--- src/rtl/pe_pkg.sv ---
// Shared types and the fixed-point clamp helper for the dual-mode systolic PE.
package pe_pkg;

   typedef enum logic {PE_MODE_WS = 1'b0, PE_MODE_OS = 1'b1} pe_mode_e;

   localparam int FXP_W = 64;

   typedef struct packed {
      logic                    ovf;
      logic signed [FXP_W-1:0] val;
   } fxp_sat_t;

   // Clamp a wide signed value into a dw-bit signed range and flag out-of-range inputs.
   function automatic fxp_sat_t fxp_sat(input logic signed [FXP_W-1:0] value, input int dw);
      logic signed [FXP_W-1:0] hi;
      logic signed [FXP_W-1:0] lo;
      fxp_sat_t                r;
      hi    = (64'sd1 <<< (dw - 1)) - 64'sd1;
      lo    = -(64'sd1 <<< (dw - 1));
      r.ovf = (value > hi) || (value < lo);
      if (value > hi)
         r.val = hi;
      else if (value < lo)
         r.val = lo;
      else
         r.val = value;
      return r;
   endfunction

endpackage

--- src/rtl/pe_fxp_mac.sv ---
// Combinational fixed-point MAC: (a*b)>>>FRAC_BITS + addend, reduced to DATA_WIDTH by clamp or wrap.
module pe_fxp_mac
   import pe_pkg::*;
#(
   parameter int DATA_WIDTH = 16,
   parameter int FRAC_BITS  = 8,
   parameter int SATURATE   = 1
) (
   input  logic signed [DATA_WIDTH-1:0] a,
   input  logic signed [DATA_WIDTH-1:0] b,
   input  logic signed [DATA_WIDTH-1:0] addend,
   output logic signed [DATA_WIDTH-1:0] result,
   output logic                         ovf
);

   logic signed [2*DATA_WIDTH-1:0] prod_full;
   logic signed [2*DATA_WIDTH-1:0] prod_shr;
   logic signed [DATA_WIDTH-1:0]   prod_r;
   logic signed [DATA_WIDTH+1:0]   sum;
   fxp_sat_t                       sat_p;
   fxp_sat_t                       sat_s;
   logic                           unused_hi;

   always_comb begin
      prod_full = (2*DATA_WIDTH)'(a) * (2*DATA_WIDTH)'(b);
      prod_shr  = prod_full >>> FRAC_BITS;
      sat_p     = fxp_sat(FXP_W'(prod_shr), DATA_WIDTH);
      prod_r    = (SATURATE != 0) ? sat_p.val[DATA_WIDTH-1:0] : prod_shr[DATA_WIDTH-1:0];
      // Two guard bits are enough: both addends already fit in DATA_WIDTH.
      sum       = (DATA_WIDTH+2)'(prod_r) + (DATA_WIDTH+2)'(addend);
      sat_s     = fxp_sat(FXP_W'(sum), DATA_WIDTH);
      result    = (SATURATE != 0) ? sat_s.val[DATA_WIDTH-1:0] : sum[DATA_WIDTH-1:0];
      ovf       = sat_p.ovf | sat_s.ovf;
   end

   assign unused_hi = ^{sat_p.val[FXP_W-1:DATA_WIDTH], sat_s.val[FXP_W-1:DATA_WIDTH]};

endmodule

--- src/rtl/pe_fxp_dual.sv ---
// Systolic PE with double-buffered weights; weight-stationary or output-stationary per cycle.
module pe_fxp_dual
   import pe_pkg::*;
#(
   parameter int DATA_WIDTH = 16,
   parameter int FRAC_BITS  = 8,
   parameter int SATURATE   = 1
) (
   input  logic                  clk,
   input  logic                  rst,
   input  logic                  pe_mode_in,
   input  logic [DATA_WIDTH-1:0] pe_psum_in,
   input  logic [DATA_WIDTH-1:0] pe_weight_in,
   input  logic                  pe_accept_w_in,
   input  logic [DATA_WIDTH-1:0] pe_input_in,
   input  logic                  pe_valid_in,
   input  logic                  pe_switch_in,
   input  logic                  pe_drain_in,
   input  logic                  pe_ovf_clr_in,
   output logic [DATA_WIDTH-1:0] pe_psum_out,
   output logic                  pe_psum_valid_out,
   output logic [DATA_WIDTH-1:0] pe_weight_out,
   output logic                  pe_accept_w_out,
   output logic [DATA_WIDTH-1:0] pe_input_out,
   output logic                  pe_valid_out,
   output logic                  pe_switch_out,
   output logic                  pe_drain_out,
   output logic                  pe_overflow_out
);

   pe_mode_e                     mode_cur;
   pe_mode_e                     mode_prev;
   logic                         os_mode;
   logic                         mode_chg;
   logic signed [DATA_WIDTH-1:0] w_active;
   logic signed [DATA_WIDTH-1:0] w_inactive;
   logic signed [DATA_WIDTH-1:0] acc;
   logic signed [DATA_WIDTH-1:0] acc_base;
   logic signed [DATA_WIDTH-1:0] mac_b;
   logic signed [DATA_WIDTH-1:0] mac_add;
   logic signed [DATA_WIDTH-1:0] mac_res;
   logic                         mac_ovf;

   logic signed [DATA_WIDTH-1:0] psum_p1;
   logic                         vld_p1;
   logic [DATA_WIDTH-1:0]        weight_p1;
   logic                         accept_p1;
   logic [DATA_WIDTH-1:0]        input_p1;
   logic                         in_vld_p1;
   logic                         switch_p1;
   logic                         drain_p1;
   logic                         ovf_p1;

   // Stage p0: operand selection; a mode change zeroes the accumulator this same cycle.
   always_comb begin
      mode_cur = pe_mode_e'(pe_mode_in);
      os_mode  = (mode_cur == PE_MODE_OS);
      mode_chg = (mode_cur != mode_prev);
      acc_base = mode_chg ? '0 : acc;
      mac_b    = os_mode ? pe_weight_in : w_active;
      mac_add  = os_mode ? (pe_drain_in ? '0 : acc_base) : pe_psum_in;
   end

   pe_fxp_mac #(
      .DATA_WIDTH (DATA_WIDTH),
      .FRAC_BITS  (FRAC_BITS),
      .SATURATE   (SATURATE)
   ) u_mac (
      .a      (pe_input_in),
      .b      (mac_b),
      .addend (mac_add),
      .result (mac_res),
      .ovf    (mac_ovf)
   );

   // Stage p1: state update and registered south/east outputs.
   always_ff @(posedge clk or posedge rst) begin
      if (rst) begin
         mode_prev  <= PE_MODE_WS;
         w_active   <= '0;
         w_inactive <= '0;
         acc        <= '0;
         psum_p1    <= '0;
         vld_p1     <= 1'b0;
         weight_p1  <= '0;
         accept_p1  <= 1'b0;
         input_p1   <= '0;
         in_vld_p1  <= 1'b0;
         switch_p1  <= 1'b0;
         drain_p1   <= 1'b0;
         ovf_p1     <= 1'b0;
      end else begin
         mode_prev <= mode_cur;
         if (pe_accept_w_in)
            w_inactive <= pe_weight_in;
         if (pe_switch_in)
            w_active <= w_inactive;
         weight_p1 <= (pe_accept_w_in || (os_mode && pe_valid_in)) ? pe_weight_in : '0;
         accept_p1 <= pe_accept_w_in;
         in_vld_p1 <= pe_valid_in;
         switch_p1 <= pe_switch_in;
         drain_p1  <= pe_drain_in;
         if (pe_valid_in)
            input_p1 <= pe_input_in;
         if (pe_ovf_clr_in)
            ovf_p1 <= 1'b0;
         else if (pe_valid_in && mac_ovf)
            ovf_p1 <= 1'b1;
         if (!os_mode) begin
            psum_p1 <= pe_valid_in ? mac_res : '0;
            vld_p1  <= pe_valid_in;
            acc     <= acc_base;
         end else begin
            psum_p1 <= pe_drain_in ? acc_base : '0;
            vld_p1  <= pe_drain_in;
            if (pe_valid_in)
               acc <= mac_res;
            else if (pe_drain_in)
               acc <= '0;
            else
               acc <= acc_base;
         end
      end
   end

   assign pe_psum_out       = psum_p1;
   assign pe_psum_valid_out = vld_p1;
   assign pe_weight_out     = weight_p1;
   assign pe_accept_w_out   = accept_p1;
   assign pe_input_out      = input_p1;
   assign pe_valid_out      = in_vld_p1;
   assign pe_switch_out     = switch_p1;
   assign pe_drain_out      = drain_p1;
   assign pe_overflow_out   = ovf_p1;

endmodule
--- config.mk ---
export PLATFORM = sky130hd
export DESIGN_NAME = pe_fxp_dual
export DESIGN_NICKNAME = d
export VERILOG_FILES = /design/src/rtl/pe_pkg.sv /design/src/rtl/pe_fxp_mac.sv /design/src/rtl/pe_fxp_dual.sv
export SDC_FILE = /design/constraint.sdc
export NUM_CORES = 1
export LEC_CHECK = 0
export BUFFER_PORTS_ARGS = -buffer_cell sky130_fd_sc_hd__buf_4
export CORE_ASPECT_RATIO = 1.1
export CORE_MARGIN = 3
export CORE_UTILIZATION = 30
export DETAILED_ROUTE_END_ITERATION = 8
export GPL_ROUTABILITY_DRIVEN = 0
export PLACE_DENSITY = 0.42
export SETUP_SLACK_MARGIN = 0.3
export SLEW_MARGIN = 5
export SYNTH_ARGS = -nofsm -noshare
export SYNTH_HDL_FRONTEND = slang
export SYNTH_SLANG_ARGS = --single-unit
--- constraint.sdc ---
create_clock -name clk -period 12.05 [get_ports clk]
set_input_delay 2.41 -clock clk [delete_from_list [all_inputs] [get_ports clk]]
set_output_delay 2.41 -clock clk [all_outputs]
set_load 0.05 [all_outputs]
==> out/qor.txt <==
Hold WS -> 499.4 ps
Fin crit period -> 11,440 ps
R2R Path End -> acc[3]
Syn_area_per_cell -> 9.660 um2
Final hold violation count -> 0
Core area -> 49,350 um2
DR vias/cell -> 4.643
Vias in the first global route -> 12,230
Critical path capture point -> acc[3]
Status -> finished, final reports clean
Max FO, Critical Path -> 12
Maxcap violations -> 0
Synth Area in Compound Gates -> 9.791%
Reg2Reg Depth -> 37
Slew HR -> 13.53%
Rows -> 85
Post-synth EDFFs -> 0
WP data arrival -> 11,680 ps
Fin area -> 17,780 um2
GRT Total Usage -> 17.23%
Final Cycle Share -> 94.90%
Nets -> 2,131
Post-synthesis sequential area ratio -> 17.05%
Die Ht -> 241.4 um
Netlist cell types -> 67
Clock root buffer -> clkbuf_16
Ys Warns -> 0
Via count -> 11,030
Starting DRT DRC Count -> 473
Routed wire length -> 43,610 um
Most frequent cell on the critical path -> fa_1
Congestion Overflow GR -> 0
Layout cell share with drive strength beyond 1 -> 18.46%
Most common cell after layout, fill and taps aside -> inv_1
Ys flop type -> dfrtp_1
# DRC -> 0
Ys async rst share -> 100.0%
First-pass detailed-route iteration total -> 5
R2r startpoint -> w_active[6]
First-pass GRT wire length -> 70,460 um
CTS Sinks -> 103
CTS Hold Bufs -> 0
Clk_lat worst skew -> 370 ps
FF-to-FF setup slack -> 2540 ps
Req. time, crit path -> 12,290 ps
CTS tree -> yes
Synthesis-to-finish area growth -> 17.59%
Initial Util -> 30.64%
Max Slew Vio Count -> 0
Cells after DPL -> 2,354
Port Buffers -> 109
Fmax -> 0.08745 GHz
Worst slew pin tran -> 1292 ps
Final setup violation count -> 0
ANT cells -> 0
Storage element area -> 2577 um2
Hpwl dp -> 35,760 um
Drt wl/cell -> 18.36 um
Synth Area in XOR/XNOR -> 2.491%
Main combinational cell family by area after synthesis -> adder cells
IO Pins -> 110
Multi-input logic area -> 11,220 um2
Adder-Cell Fraction of Synth Area -> 42.56%
CP Capture Type -> register
Crit-path max cell delay -> 600 ps
Non-Filler Instances -> 2,375
Slowest CP cell -> fa_1
Most frequent cells in the layout -> inv_1, fa_1, buf_4, nand2_1, dfrtp_1
Die span in x -> 220.0 um
DIE AREA -> 53,130 um2
Clk slew on worst S/H paths -> 80 ps
Hold Crit Class -> register to register
CP Launch Point -> pe_mode_in
RSZ-0062 raised after global routing -> false
Startpoint types -> input port
Initial antenna violation count -> 0
Cells after synthesis -> 1,565
Simple-gate portion of the synthesized area -> 13.43%
Clock buffer depth -> 2
Placement Cell Area -> 17,260 um2
Yosys reg bits -> 103
Post-synthesis mux area share -> 4.866%
CTS Buf Count -> 9
Htree depth -> 3
Critical path class -> input port to register
Routed Antenna Nets -> 0
Layout Skew -> 8.651 ps
Pin count of the biggest net entering global routing -> 67
Layout filler cell count -> 5,141
Synth Cell Area -> 15,120 um2
Synthesized Nets -> 1,978
metrics by stage:
| stage | TNS [ps] | setup WS (ps) | utilization [%] |
|---|---|---|---|
| CTS | 0 | 306.0 | 35.66 |
| global route | 0 | 315.5 | 36.02 |
| finish | 0 | 614.8 | 36.02 |
| global placement | -7095 | -333.0 | 34.97 |
| detailed placement | -7306 | -370.5 | 34.97 |
| floorplan | 0 | 324.8 | - |
worst min-delay path by stage:
stage / slack, ps / cells after the start / to / from
after floorplan: 470 / 2 / acc[0] / acc[0]
after global placement: 480 / 1 / w_active[15] / w_inactive[15]
after detailed placement: 490 / 1 / w_active[1] / w_inactive[1]
after CTS: 510 / 1 / w_active[4] / w_inactive[4]
after global routing: 520 / 1 / w_inactive[15] / w_inactive[15]
final: 500 / 1 / w_active[4] / w_inactive[4]
synthesized netlist by cell type (all sizes together) (3+ instances only):
master,instances,share of area (%)
mux2i,7,0.55
a211oi,8,0.43
o21bai,5,0.25
clkbuf,55,1.4
a31oi,3,0.12
inv,329,8.2
and2,54,2.2
o21ai,46,1.6
nand2,155,3.8
a221o,25,1.7
a21oi,35,1.2
nand3,4,0.13
xor2,12,0.70
o41ai,3,0.30
buf,5,0.28
and3,7,0.29
dfrtp,103,17
o2111ai,3,0.17
nand4,5,0.21
a211o,5,0.29
o22ai,4,0.17
nor2,45,1.1
a221oi,5,0.29
nor2b,88,3.6
nand2b,19,0.79
xnor2,31,1.8
mux2,58,4.3
or3,4,0.17
ha,95,7.9
o211ai,6,0.33
fa,262,35
o211a,4,0.26
o21a,8,0.40
or2,8,0.33
nor3,9,0.33
a21o,27,1.3
metal layers:
metal	up-vias	global-route usage (%)	wire, um
met3	21	1.769	911
met5	-	0	0
met2	109	31.08	22830
li1	5189	-	-
met1	5707	23.03	19470
met4	0	2.264	405
flip-flops by register name, indices dropped and copies added, names as in the netlist, 16 cells and up:
signal	flops
pe_psum_out	16
acc	16
pe_weight_out	16
w_inactive	16
w_active	16
pe_input_out	16
worst max-delay path: cells and delay by family:
family                     cells  cell delay [ps]
AOI/OAI and AO/OA             13             2450
xor gates and xnor gates       1              150
and+or+nand+nor                5             1360
adders and majority gates      8             3700
muxes                          1              330
buffers and inverters         10             1230
logic make-up after synthesis:
logic type	Yosys count
AO/OA/AOI/OAI	204
XOR/XNOR	43
adder cells (fa/ha/maj)	357
buffers and inverters	389
flip-flops	103
multiplexers	65
AND/OR/NAND/NOR	404
timing repair:
item | CTS | global route
buffers inserted | 0 | 3
pin swaps | 0 | 6
gates cloned | 0 | 2
setup endpoints to repair | 25 | 32
gates resized for setup | 8 | 25
final cells by class:
type / count / area share [%]
Sequential cell: 103 / 14.50
Timing Repair Buffer: 200 / 9.051
Tap cell: 652 / 4.589
Multi-Input combinational cell: 1075 / 63.11
Inverter: 329 / 6.961
Clock inverter: 6 / 0.4434
Clock buffer: 10 / 1.344
Power is not shown: default switching activity piles up to over one toggle a cycle in this logic, so the estimate is an artifact.
